==> src/rtl/rob_tag_allocator_if.sv <==
// Dispatch / completion / retire bundle between the ROB tag allocator and its
// neighbours (decode/dispatch, CDB, map table, commit datapath).
interface rob_tag_allocator_if;
    logic        flush_in;
    logic        inst1_valid_in;
    logic [4:0]  inst1_dest_in;
    logic        inst2_valid_in;
    logic [4:0]  inst2_dest_in;
    logic [7:0]  cdb1_tag_in;
    logic [7:0]  cdb2_tag_in;
    logic [7:0]  inst1_tag_out;
    logic [7:0]  inst2_tag_out;
    logic        stall_out;
    logic        retire1_valid_out;
    logic [7:0]  retire1_tag_out;
    logic [4:0]  retire1_dest_out;
    logic        retire2_valid_out;
    logic [7:0]  retire2_tag_out;
    logic [4:0]  retire2_dest_out;
    logic [31:0] clear_entries_out;
    logic [6:0]  free_count_out;
    logic        empty_out;

    // Pipeline side: drives dispatch/completion, consumes tags and retire info.
    modport master (
        output flush_in, inst1_valid_in, inst1_dest_in, inst2_valid_in, inst2_dest_in,
               cdb1_tag_in, cdb2_tag_in,
        input  inst1_tag_out, inst2_tag_out, stall_out,
               retire1_valid_out, retire1_tag_out, retire1_dest_out,
               retire2_valid_out, retire2_tag_out, retire2_dest_out,
               clear_entries_out, free_count_out, empty_out
    );

    // Allocator side.
    modport slave (
        input  flush_in, inst1_valid_in, inst1_dest_in, inst2_valid_in, inst2_dest_in,
               cdb1_tag_in, cdb2_tag_in,
        output inst1_tag_out, inst2_tag_out, stall_out,
               retire1_valid_out, retire1_tag_out, retire1_dest_out,
               retire2_valid_out, retire2_tag_out, retire2_dest_out,
               clear_entries_out, free_count_out, empty_out
    );
endinterface

==> src/rtl/rob_tag_allocator.sv <==
// Tag-only reorder buffer for the 2-wide OoO core: allocates up to two tags per
// cycle, marks completion from two CDBs, retires up to two entries in order and
// tells the map table which still-current mappings to clear on retire.
module rob_tag_allocator #(
    parameter int ROB_DEPTH = 32
) (
    input  logic               clock,
    input  logic               reset,
    rob_tag_allocator_if.slave bus
);
    localparam int         IDX_W     = $clog2(ROB_DEPTH);
    localparam logic [7:0] NULL_TAG  = 8'hFF;
    localparam logic [4:0] ZERO_REG  = 5'd31;
    localparam logic [6:0] DEPTH_CNT = 7'(ROB_DEPTH);

    typedef logic [IDX_W-1:0] idx_t;

    logic [ROB_DEPTH-1:0] valid_q, done_q, sup_q;
    logic [4:0]           dest_q [ROB_DEPTH];
    idx_t                 head_q, tail_q;
    logic [6:0]           count_q;

    logic        clearing, stall, alloc1, alloc2, ret1, ret2;
    logic        cdb1_hit, cdb2_hit, sup1_new;
    idx_t        idx1, idx2, head_p1, cdb1_idx, cdb2_idx;
    logic [6:0]  free_cnt;
    logic [1:0]  n_alloc, n_ret;
    logic [31:0] clear_vec;

    // Tags carry the index in [5:0]; bits 7:6 stay 0 so the map table can
    // use bit 6 as its ready flag.
    function automatic logic [7:0] to_tag(input idx_t idx);
        return {2'b00, 6'(idx)};
    endfunction

    // Dispatch, retire, completion decode and map-table clear vector.
    always_comb begin
        // NOTE: every always_comb output gets a default first so no path can leave it unassigned and infer a latch.
        clear_vec = '0;
        clearing  = reset | bus.flush_in;
        free_cnt  = DEPTH_CNT - count_q;
        // All-or-nothing: two free entries are required even for one request.
        stall     = clearing || (free_cnt < 7'd2);
        alloc1    = !stall && bus.inst1_valid_in;
        alloc2    = !stall && bus.inst2_valid_in;
        idx1      = tail_q;
        idx2      = bus.inst1_valid_in ? tail_q + idx_t'(1) : tail_q;
        n_alloc   = {1'b0, alloc1} + {1'b0, alloc2};
        // Slot 2 writing the same arch reg makes slot 1's mapping stale at once.
        sup1_new  = alloc2 && (bus.inst1_dest_in == bus.inst2_dest_in)
                    && (bus.inst1_dest_in != ZERO_REG);

        head_p1   = head_q + idx_t'(1);
        ret1      = !clearing && valid_q[head_q] && done_q[head_q];
        ret2      = ret1 && valid_q[head_p1] && done_q[head_p1];
        n_ret     = {1'b0, ret1} + {1'b0, ret2};

        // Any tag with bits above the index set (incl. the null tag) misses.
        cdb1_hit  = ((bus.cdb1_tag_in >> IDX_W) == 8'd0);
        cdb2_hit  = ((bus.cdb2_tag_in >> IDX_W) == 8'd0);
        cdb1_idx  = bus.cdb1_tag_in[IDX_W-1:0];
        cdb2_idx  = bus.cdb2_tag_in[IDX_W-1:0];

        // Clear only mappings nobody newer has taken over, including this cycle.
        if (ret1 && dest_q[head_q] != ZERO_REG && !sup_q[head_q]
            && !(ret2 && dest_q[head_p1] == dest_q[head_q])
            && !(alloc1 && bus.inst1_dest_in == dest_q[head_q])
            && !(alloc2 && bus.inst2_dest_in == dest_q[head_q]))
            clear_vec[dest_q[head_q]] = 1'b1;
        if (ret2 && dest_q[head_p1] != ZERO_REG && !sup_q[head_p1]
            && !(alloc1 && bus.inst1_dest_in == dest_q[head_p1])
            && !(alloc2 && bus.inst2_dest_in == dest_q[head_p1]))
            clear_vec[dest_q[head_p1]] = 1'b1;
    end

    // Pointers, occupancy and per-entry status bits.
    always_ff @(posedge clock) begin
        // NOTE: state is updated with non-blocking assignments so every read in this block sees pre-edge values.
        if (clearing) begin
            head_q  <= '0;
            tail_q  <= '0;
            count_q <= '0;
            valid_q <= '0;
            done_q  <= '0;
            sup_q   <= '0;
        end else begin
            for (int i = 0; i < ROB_DEPTH; i++) begin
                if (valid_q[i] && alloc1 && bus.inst1_dest_in != ZERO_REG
                    && dest_q[i] == bus.inst1_dest_in)
                    sup_q[i] <= 1'b1;
                if (valid_q[i] && alloc2 && bus.inst2_dest_in != ZERO_REG
                    && dest_q[i] == bus.inst2_dest_in)
                    sup_q[i] <= 1'b1;
                if (valid_q[i] && ((cdb1_hit && cdb1_idx == idx_t'(i))
                                || (cdb2_hit && cdb2_idx == idx_t'(i))))
                    done_q[i] <= 1'b1;
            end
            if (ret1) valid_q[head_q]  <= 1'b0;
            if (ret2) valid_q[head_p1] <= 1'b0;
            // Allocated slots are always free, so these never collide with retire.
            if (alloc1) begin
                valid_q[idx1] <= 1'b1;
                done_q[idx1]  <= 1'b0;
                sup_q[idx1]   <= sup1_new;
            end
            if (alloc2) begin
                valid_q[idx2] <= 1'b1;
                done_q[idx2]  <= 1'b0;
                sup_q[idx2]   <= 1'b0;
            end
            head_q  <= head_q + idx_t'(n_ret);
            tail_q  <= tail_q + idx_t'(n_alloc);
            count_q <= count_q + 7'(n_alloc) - 7'(n_ret);
        end
    end

    // Destination register storage, written on allocation.
    always_ff @(posedge clock) begin
        // NOTE: dest storage has no reset; it is only read behind a valid bit that reset does clear.
        if (alloc1) dest_q[idx1] <= bus.inst1_dest_in;
        if (alloc2) dest_q[idx2] <= bus.inst2_dest_in;
    end

    assign bus.inst1_tag_out     = alloc1 ? to_tag(idx1) : NULL_TAG;
    assign bus.inst2_tag_out     = alloc2 ? to_tag(idx2) : NULL_TAG;
    assign bus.stall_out         = stall;
    assign bus.retire1_valid_out = ret1;
    assign bus.retire1_tag_out   = to_tag(head_q);
    assign bus.retire1_dest_out  = dest_q[head_q];
    assign bus.retire2_valid_out = ret2;
    assign bus.retire2_tag_out   = to_tag(head_p1);
    assign bus.retire2_dest_out  = dest_q[head_p1];
    assign bus.clear_entries_out = clear_vec;
    assign bus.free_count_out    = free_cnt;
    assign bus.empty_out         = (count_q == 7'd0);
endmodule

==> src/flat_wrapper.sv <==
// flat-port wrapper written by rule: the top's interface ports become plain ports
module rob_tag_allocator_flat 
#(
    parameter int ROB_DEPTH = 32
)
  (clock, reset, bus_flush_in, bus_inst1_valid_in, bus_inst1_dest_in, bus_inst2_valid_in, bus_inst2_dest_in, bus_cdb1_tag_in, bus_cdb2_tag_in, bus_inst1_tag_out, bus_inst2_tag_out, bus_stall_out, bus_retire1_valid_out, bus_retire1_tag_out, bus_retire1_dest_out, bus_retire2_valid_out, bus_retire2_tag_out, bus_retire2_dest_out, bus_clear_entries_out, bus_free_count_out, bus_empty_out);
  rob_tag_allocator_if bus_i ();
  input  logic clock;
  input  logic reset;
  input wire logic [$bits(bus_i.flush_in)-1:0] bus_flush_in;
  input wire logic [$bits(bus_i.inst1_valid_in)-1:0] bus_inst1_valid_in;
  input wire logic [$bits(bus_i.inst1_dest_in)-1:0] bus_inst1_dest_in;
  input wire logic [$bits(bus_i.inst2_valid_in)-1:0] bus_inst2_valid_in;
  input wire logic [$bits(bus_i.inst2_dest_in)-1:0] bus_inst2_dest_in;
  input wire logic [$bits(bus_i.cdb1_tag_in)-1:0] bus_cdb1_tag_in;
  input wire logic [$bits(bus_i.cdb2_tag_in)-1:0] bus_cdb2_tag_in;
  output wire logic [$bits(bus_i.inst1_tag_out)-1:0] bus_inst1_tag_out;
  output wire logic [$bits(bus_i.inst2_tag_out)-1:0] bus_inst2_tag_out;
  output wire logic [$bits(bus_i.stall_out)-1:0] bus_stall_out;
  output wire logic [$bits(bus_i.retire1_valid_out)-1:0] bus_retire1_valid_out;
  output wire logic [$bits(bus_i.retire1_tag_out)-1:0] bus_retire1_tag_out;
  output wire logic [$bits(bus_i.retire1_dest_out)-1:0] bus_retire1_dest_out;
  output wire logic [$bits(bus_i.retire2_valid_out)-1:0] bus_retire2_valid_out;
  output wire logic [$bits(bus_i.retire2_tag_out)-1:0] bus_retire2_tag_out;
  output wire logic [$bits(bus_i.retire2_dest_out)-1:0] bus_retire2_dest_out;
  output wire logic [$bits(bus_i.clear_entries_out)-1:0] bus_clear_entries_out;
  output wire logic [$bits(bus_i.free_count_out)-1:0] bus_free_count_out;
  output wire logic [$bits(bus_i.empty_out)-1:0] bus_empty_out;
  assign bus_i.flush_in = bus_flush_in;
  assign bus_i.inst1_valid_in = bus_inst1_valid_in;
  assign bus_i.inst1_dest_in = bus_inst1_dest_in;
  assign bus_i.inst2_valid_in = bus_inst2_valid_in;
  assign bus_i.inst2_dest_in = bus_inst2_dest_in;
  assign bus_i.cdb1_tag_in = bus_cdb1_tag_in;
  assign bus_i.cdb2_tag_in = bus_cdb2_tag_in;
  assign bus_inst1_tag_out = bus_i.inst1_tag_out;
  assign bus_inst2_tag_out = bus_i.inst2_tag_out;
  assign bus_stall_out = bus_i.stall_out;
  assign bus_retire1_valid_out = bus_i.retire1_valid_out;
  assign bus_retire1_tag_out = bus_i.retire1_tag_out;
  assign bus_retire1_dest_out = bus_i.retire1_dest_out;
  assign bus_retire2_valid_out = bus_i.retire2_valid_out;
  assign bus_retire2_tag_out = bus_i.retire2_tag_out;
  assign bus_retire2_dest_out = bus_i.retire2_dest_out;
  assign bus_clear_entries_out = bus_i.clear_entries_out;
  assign bus_free_count_out = bus_i.free_count_out;
  assign bus_empty_out = bus_i.empty_out;
  rob_tag_allocator #(.ROB_DEPTH(ROB_DEPTH)) u_core (.clock(clock), .reset(reset), .bus(bus_i));
endmodule
==> config.mk <==
export PLATFORM = sky130hd
export DESIGN_NAME = rob_tag_allocator_flat
export DESIGN_NICKNAME = d
export VERILOG_FILES = /design/src/rtl/rob_tag_allocator_if.sv /design/src/rtl/rob_tag_allocator.sv /design/src/flat_wrapper.sv
export SDC_FILE = /design/constraint.sdc
export NUM_CORES = 1
export LEC_CHECK = 0
export CORE_AREA = 2 2 241 148
export DETAILED_ROUTE_END_ITERATION = 12
export DIE_AREA = 0 0 243 150
export PLACE_DENSITY = 0.87
export SLEW_MARGIN = 20
export SYNTH_ARGS = -nofsm -noshare
export SYNTH_HDL_FRONTEND = slang
export SYNTH_SLANG_ARGS = --single-unit
==> constraint.sdc <==
create_clock -name clock -period 10.1 [get_ports clock]
set_input_delay 2.02 -clock clock [delete_from_list [all_inputs] [get_ports clock]]
set_output_delay 2.02 -clock clock [all_outputs]
set_load 0.05 [all_outputs]
After elaboration in Yosys (flattened, before gate mapping)
Memories as Yosys holds them, arrays and structs flattened. A register that Yosys moved wholly into a read port is not among the register bits.
Cells that the tools add are included.

storage, ports and cells
  register bits = 113
  latch bits = 0
  bits in writable memories = 160
  bits in read-only memories = 0
  bits of input ports = 31
  logic and storage cells = 749
  memories kept = 1

memories
  name           depth  width  rd ports  clocked after Yosys merged registers in  write ports  line                     RTL
  u_core.dest_q  32     5      34        1                                        2            rob_tag_allocator.sv:19  logic [4:0] dest_q [ROB_DEPTH];

cells by class
  $add $sub $neg = 9
  multipliers = 0
  divide/modulo/power cells = 0
  $lt $le $gt $ge = 13
  equality and inequality tests = 136
  shift-type cells = 0
  multiplexer cells = 208
  bitwise logic cells = 13
  reduce and logical (&&, ||, !) cells = 363

operators with widths
  cell                   number
  $mux W32               15
  $eq A5 B5 Y1           70
  $logic_and A1 B1 Y1    316
  $mux W1                176
  $and A32 B32 Y32       5
  $eq A5 B5 Y1 const B   32
  $not A32 Y32           4
  $or A32 B32 Y32        3
  $eq A5 B4 Y1 const B   16
  $eq A5 B3 Y1 const B   8
  $lt A5 B6 Y1 const B   6
  $logic_or A1 B1 Y1     33
  $bwmux W32             1
  $bmux W1 S5            6
  $demux W1 S5           6
  $ge A5 B1 Y1 const B   6
  $eq A5 B2 Y1 const B   4
  $ne A5 B5 Y1 const B   4
  $logic_not A8 Y1       2
  $mux W8                2
  $add A5 B1 Y5 const B  2
  $add A5 B2 Y5          2
  $eq A5 B1 Y1 const B   2
  $logic_not A5 Y1       2
  9 further kinds        19

Logic depth before layout (Yosys ltp)
  word-level depth = 16
  mapped depth = 26
  mapped depth without buffers = 18

Worst setup path before layout
Ideal clock, no wire load.

  path type = flip-flop to output port
  start point = register u_core.head_q[1]
  end point = output port bus_clear_entries_out[6]
  arrival = 6.918 ns
  data required time = 8.080 ns
  path slack = 1.162 ns
  cell stages (with the launch flop) = 19
  path buffers = 8
  cell sequence = dfxtp_1 > buf_6 > buf_6 > buf_6 > buf_4 > buf_2 > inv_1 > ha_1 > buf_4 > buf_2 > buf_1 > nor2_1 > a32oi_1 > a21oi_1 > nor3_1 > inv_1 > nor3_1 > nand3_1 > o31ai_1

on the way
  elaborated cells on any way between the ends = 47
  those cells by class = 1 x add/sub; 2 x order compare; 4 x eq/ne; 16 x mux; 1 x bitwise; 22 x reduce/logical; 1 x memory

RTL lines
  element                                               line                      RTL
  start, declared                                       rob_tag_allocator.sv:20   idx_t head_q, tail_q;
  start signal, assigned                                rob_tag_allocator.sv:111  head_q <= head_q + idx_t'(n_ret);
  $add A5 B1 Y5 *                                       rob_tag_allocator.sv:53   head_p1 = head_q + idx_t'(1);
  net bus_retire2_tag_out[1]                            flat_wrapper.sv:24        output wire logic [$bits(bus_i.retire2_tag_out)-1:0] bus_retire2_tag_out;
  $mem_v2 Z32 W5 *                                      --
  net bus_retire2_dest_out[2]                           flat_wrapper.sv:25        output wire logic [$bits(bus_i.retire2_dest_out)-1:0] bus_retire2_dest_out;
  branches (longest 8 deep; another with $lt A5 B6 Y1)  --
  $mux W32 *                                            rob_tag_allocator.sv:70   if (ret2 && dest_q[head_p1] != ZERO_REG && !sup_q[head_p1]
  end, declared                                         flat_wrapper.sv:26        output wire logic [$bits(bus_i.clear_entries_out)-1:0] bus_clear_entries_out;

Mark *: on every way through the listed nets, which the timed path passes. The select of a mux whose other input is x is not followed.

Worst setup path in the final report
  start point = register u_core.head_q[0]
  end point = output port bus_clear_entries_out[18]

on the way
  cells in the longest elaborated chain, start to end = 14
  elaborated cells on any way between the ends = 47
  those cells by class = 1 x add/sub; 2 x order compare; 4 x eq/ne; 16 x mux; 1 x bitwise; 22 x reduce/logical; 1 x memory

ends and longest elaborated chain
  element                                                line
  branches (longest 13 deep; another with $lt A5 B6 Y1)  --
  $mux W32 *                                             rob_tag_allocator.sv:70

Mark *: on every way between the ends. The select of a mux whose other input is x is not followed.

==> results.toml <==
[status]
run_status = "finished clean"

[final_layout]
design_area_um2 = 24800
syn_to_final_growth_pct = 9.40
final-instance-count-excl-fill = 2834
mostFrequentLayoutCell = "xor2_1"
final_cell_mix = "216 x xor2_1, 160 x edfxtp_1, 157 x xnor2_1"
drive_gt1_share_pct = 17.8
nets = 2406
antenna_cells = 0

[critical_path]
r2r_slack_ns = 3.84
path_max_fanout = 49
crit_arrival_ns = 6.69
reg2regPathDepth = 18
worst_r2r_endpoint = "u_core.count_q[6]"
cp.required_ns = 8.08
critPathKind = "reg -> out"
start_kind = "flip-flop"
end_kind = "output port"
reg2reg_from = "u_core.head_q[0]"

[sta]
fin_crit_ns = 8.71
worstMarginPinSlew_ns = 1.24
slew_headroom_pct = 16.9
finalSetupViolCount = 0
final-max-slew-violation-count = 0
hold_violations = 0
rsz0062_at_grt = "false"
skew_ns = 0.0263
fin_setup_tns_ns = 0
fin_crit_sh_pct = 86.2
timing.hold.ws_ns = 0.530
fmaxAchievable_mhz = 115

[drt]
wl_per_cell_um = 32.1
drc_errors = 0
vias_per_cell = 7.66
drt-initial-drc-count = 3815
antenna_left = 0
finalWirelength_mm = 90.9
firstDrtPassIters = 7
via_count = 21700

[clock_tree]
post_cts_buffers = 0
cts.clk_slew.worst_paths_ns = 0.07
clockRootBuffer = "clkbuf_16"
cts_tree = "done"
cts_made_buffers = 28
htree_levels = 1
cts_hold_buf = 0
clk_latency_ns = 0.60
postCtsResizedCells = 0
clockBufferDepth = 3
cts_sinks = 273

[placed_design]
placed_cells = 2781
io_buffers = 108
dp_hpwl_mm = 65.0
placed_area_um2 = 23800
gp_congestion = 1.09

[grt]
grt_usage_pct = 48.9
grt_pass1_wl_mm = 132
grt_start_max_net_pins = 96
grt_pass1_vias = 19900
grt_most_used_layer = "met1"
grt.overflow.total = 0
antenna_found_initial = 1
grtUsageMet2_pct = 65.7
grt_use_met3_pct = 25.4
use_met1_pct = 65.8

[yosys]
ys_seq_area_share_pct = 31.2
synth_area_um2 = 22700
synth-simple-area-share_pct = 16.0
synthMuxAreaShare_pct = 19.0
synth_flop_cell = "edfxtp_1"
yosys_warnings = 0
netlist_instances = 2346
ys_ff_latch = 273
async_flop_share_pct = 0
synth_compound_area_share_pct = 12.6
synth.avg_cell_area_um2 = 9.67
synth_top_family_by_area = "multiplexers"
synth_fa_ha_area_share_pct = 1.77
ys_types = 87
synth_enable_flop_cells = 160
synthXorXnorAreaFrac_pct = 14.6

[min_path]
hold_path.startpoint = "u_core.done_q[28]"
min_to = "u_core.done_q[28]"
whs_path_depth = 2
hp-class = "reg -> reg"

[power]
power_density_nw_per_um2 = 109
p_leak_uw = 0.00786
ir_drop_mv = 0.123

[floorplanning]
core.rowCount = 53
fp.dieW_um = 243
die_area_um2 = 36500
die_y_um = 150
core_area_um2 = 34400
start_util_pct = 66.0
ioPinCount = 116

[run]
maxCapViolCount = 0
-- Yosys cell counts, drive strengths merged, types with 30 or more instances --
library cell / instances / share of area [%]
clkbuf: 105 / 1.7
mux2: 149 / 7.4
o21ai: 55 / 1.2
nand2: 157 / 2.6
xor2: 217 / 8.4
mux2i: 84 / 3.7
inv: 30 / 0.50
nor3: 140 / 3.1
dfxtp: 113 / 10
o22ai: 105 / 2.9
buf: 99 / 2.7
nand2b: 39 / 1.1
a2111oi: 32 / 1.2
mux4: 79 / 7.8
nor2: 93 / 1.5
nand3: 138 / 3.1
edfxtp: 160 / 21
xnor2: 158 / 6.2
a21oi: 89 / 2.0
-- kinds of logic after synthesis --
kind of cell             after synthesis
AND/OR/NAND/NOR                      704
AO/OA/AOI/OAI                        413
XOR/XNOR                             375
multiplexers                         312
flip-flops                           273
buffers and inverters                237
adder cells (fa/ha/maj)               31
other                                  1
-- stage by stage --
step	setup WS, ns	total power [uW]	util (%)
after floorplan	1.16	1490	-
after global placement	1.89	1600	69.4
after detailed placement	1.82	1610	69.4
after CTS	1.64	2680	72.1
after global routing	1.25	2750	72.2
final	1.39	2710	72.2
-- power by group --
part | total, uW | internal [uW] | switching [uW] | leakage (uW)
logic | 411 | 135 | 276 | 0.00506
clock network | 1110 | 606 | 501 | 0.000451
registers | 1190 | 1180 | 9.22 | 0.00235
total | 2710 | 1920 | 786 | 0.00786
-- worst max path at each step --
stage	start	end	slack, ns
2_1_floorplan	u_core.head_q[1]	bus_clear_entries_out[6]	1.16
3_3_place_gp	bus_flush_in	bus_clear_entries_out[18]	1.89
3_5_place_dp	bus_flush_in	bus_clear_entries_out[2]	1.82
4_1_cts	u_core.head_q[0]	bus_clear_entries_out[2]	1.64
5_1_grt	u_core.head_q[0]	bus_clear_entries_out[26]	1.25
6_report	u_core.head_q[0]	bus_clear_entries_out[18]	1.39
-- sequential cells by signal, indices dropped and copies added, names as in the netlist --
name	count
u_core.count_q	7
u_core.dest_q	160
u_core.done_q	32
u_core.valid_q	32
u_core.idx1	5
u_core.head_q	5
u_core.sup_q	32
-- critical path: stages, from the launching register on --
cell	delay, ns
dfxtp_4	0.58
inv_2	0.30
ha_4	0.98
buf_4	0.46
mux4_2	0.57
mux2i_1	0.20
mux4_2	0.26
and3b_1	0.34
nand2_1	0.12
nand4b_1	0.32
nand3_2	0.50
o41ai_1	0.57
clkdlybuf4s50_1	0.88
-- final cells by class --
type / instances / area (um^2)
clock inverters: 20 / 200
repair buffers: 167 / 1500
well taps: 467 / 584
multi-input cells: 1842 / 14600
flip-flops and latches: 273 / 7080
inverters: 33 / 125
clock buffers: 32 / 737
fillers: 2537 / 9540
-- metal layers --
metal | up-vias | routed length, um
met5 | - | 69
met4 | 4 | 4570
met3 | 403 | 17900
met2 | 2181 | 35100
met1 | 10300 | 33200
li1 | 8788 | -
Note: power is estimated with default switching activity, not from simulation.
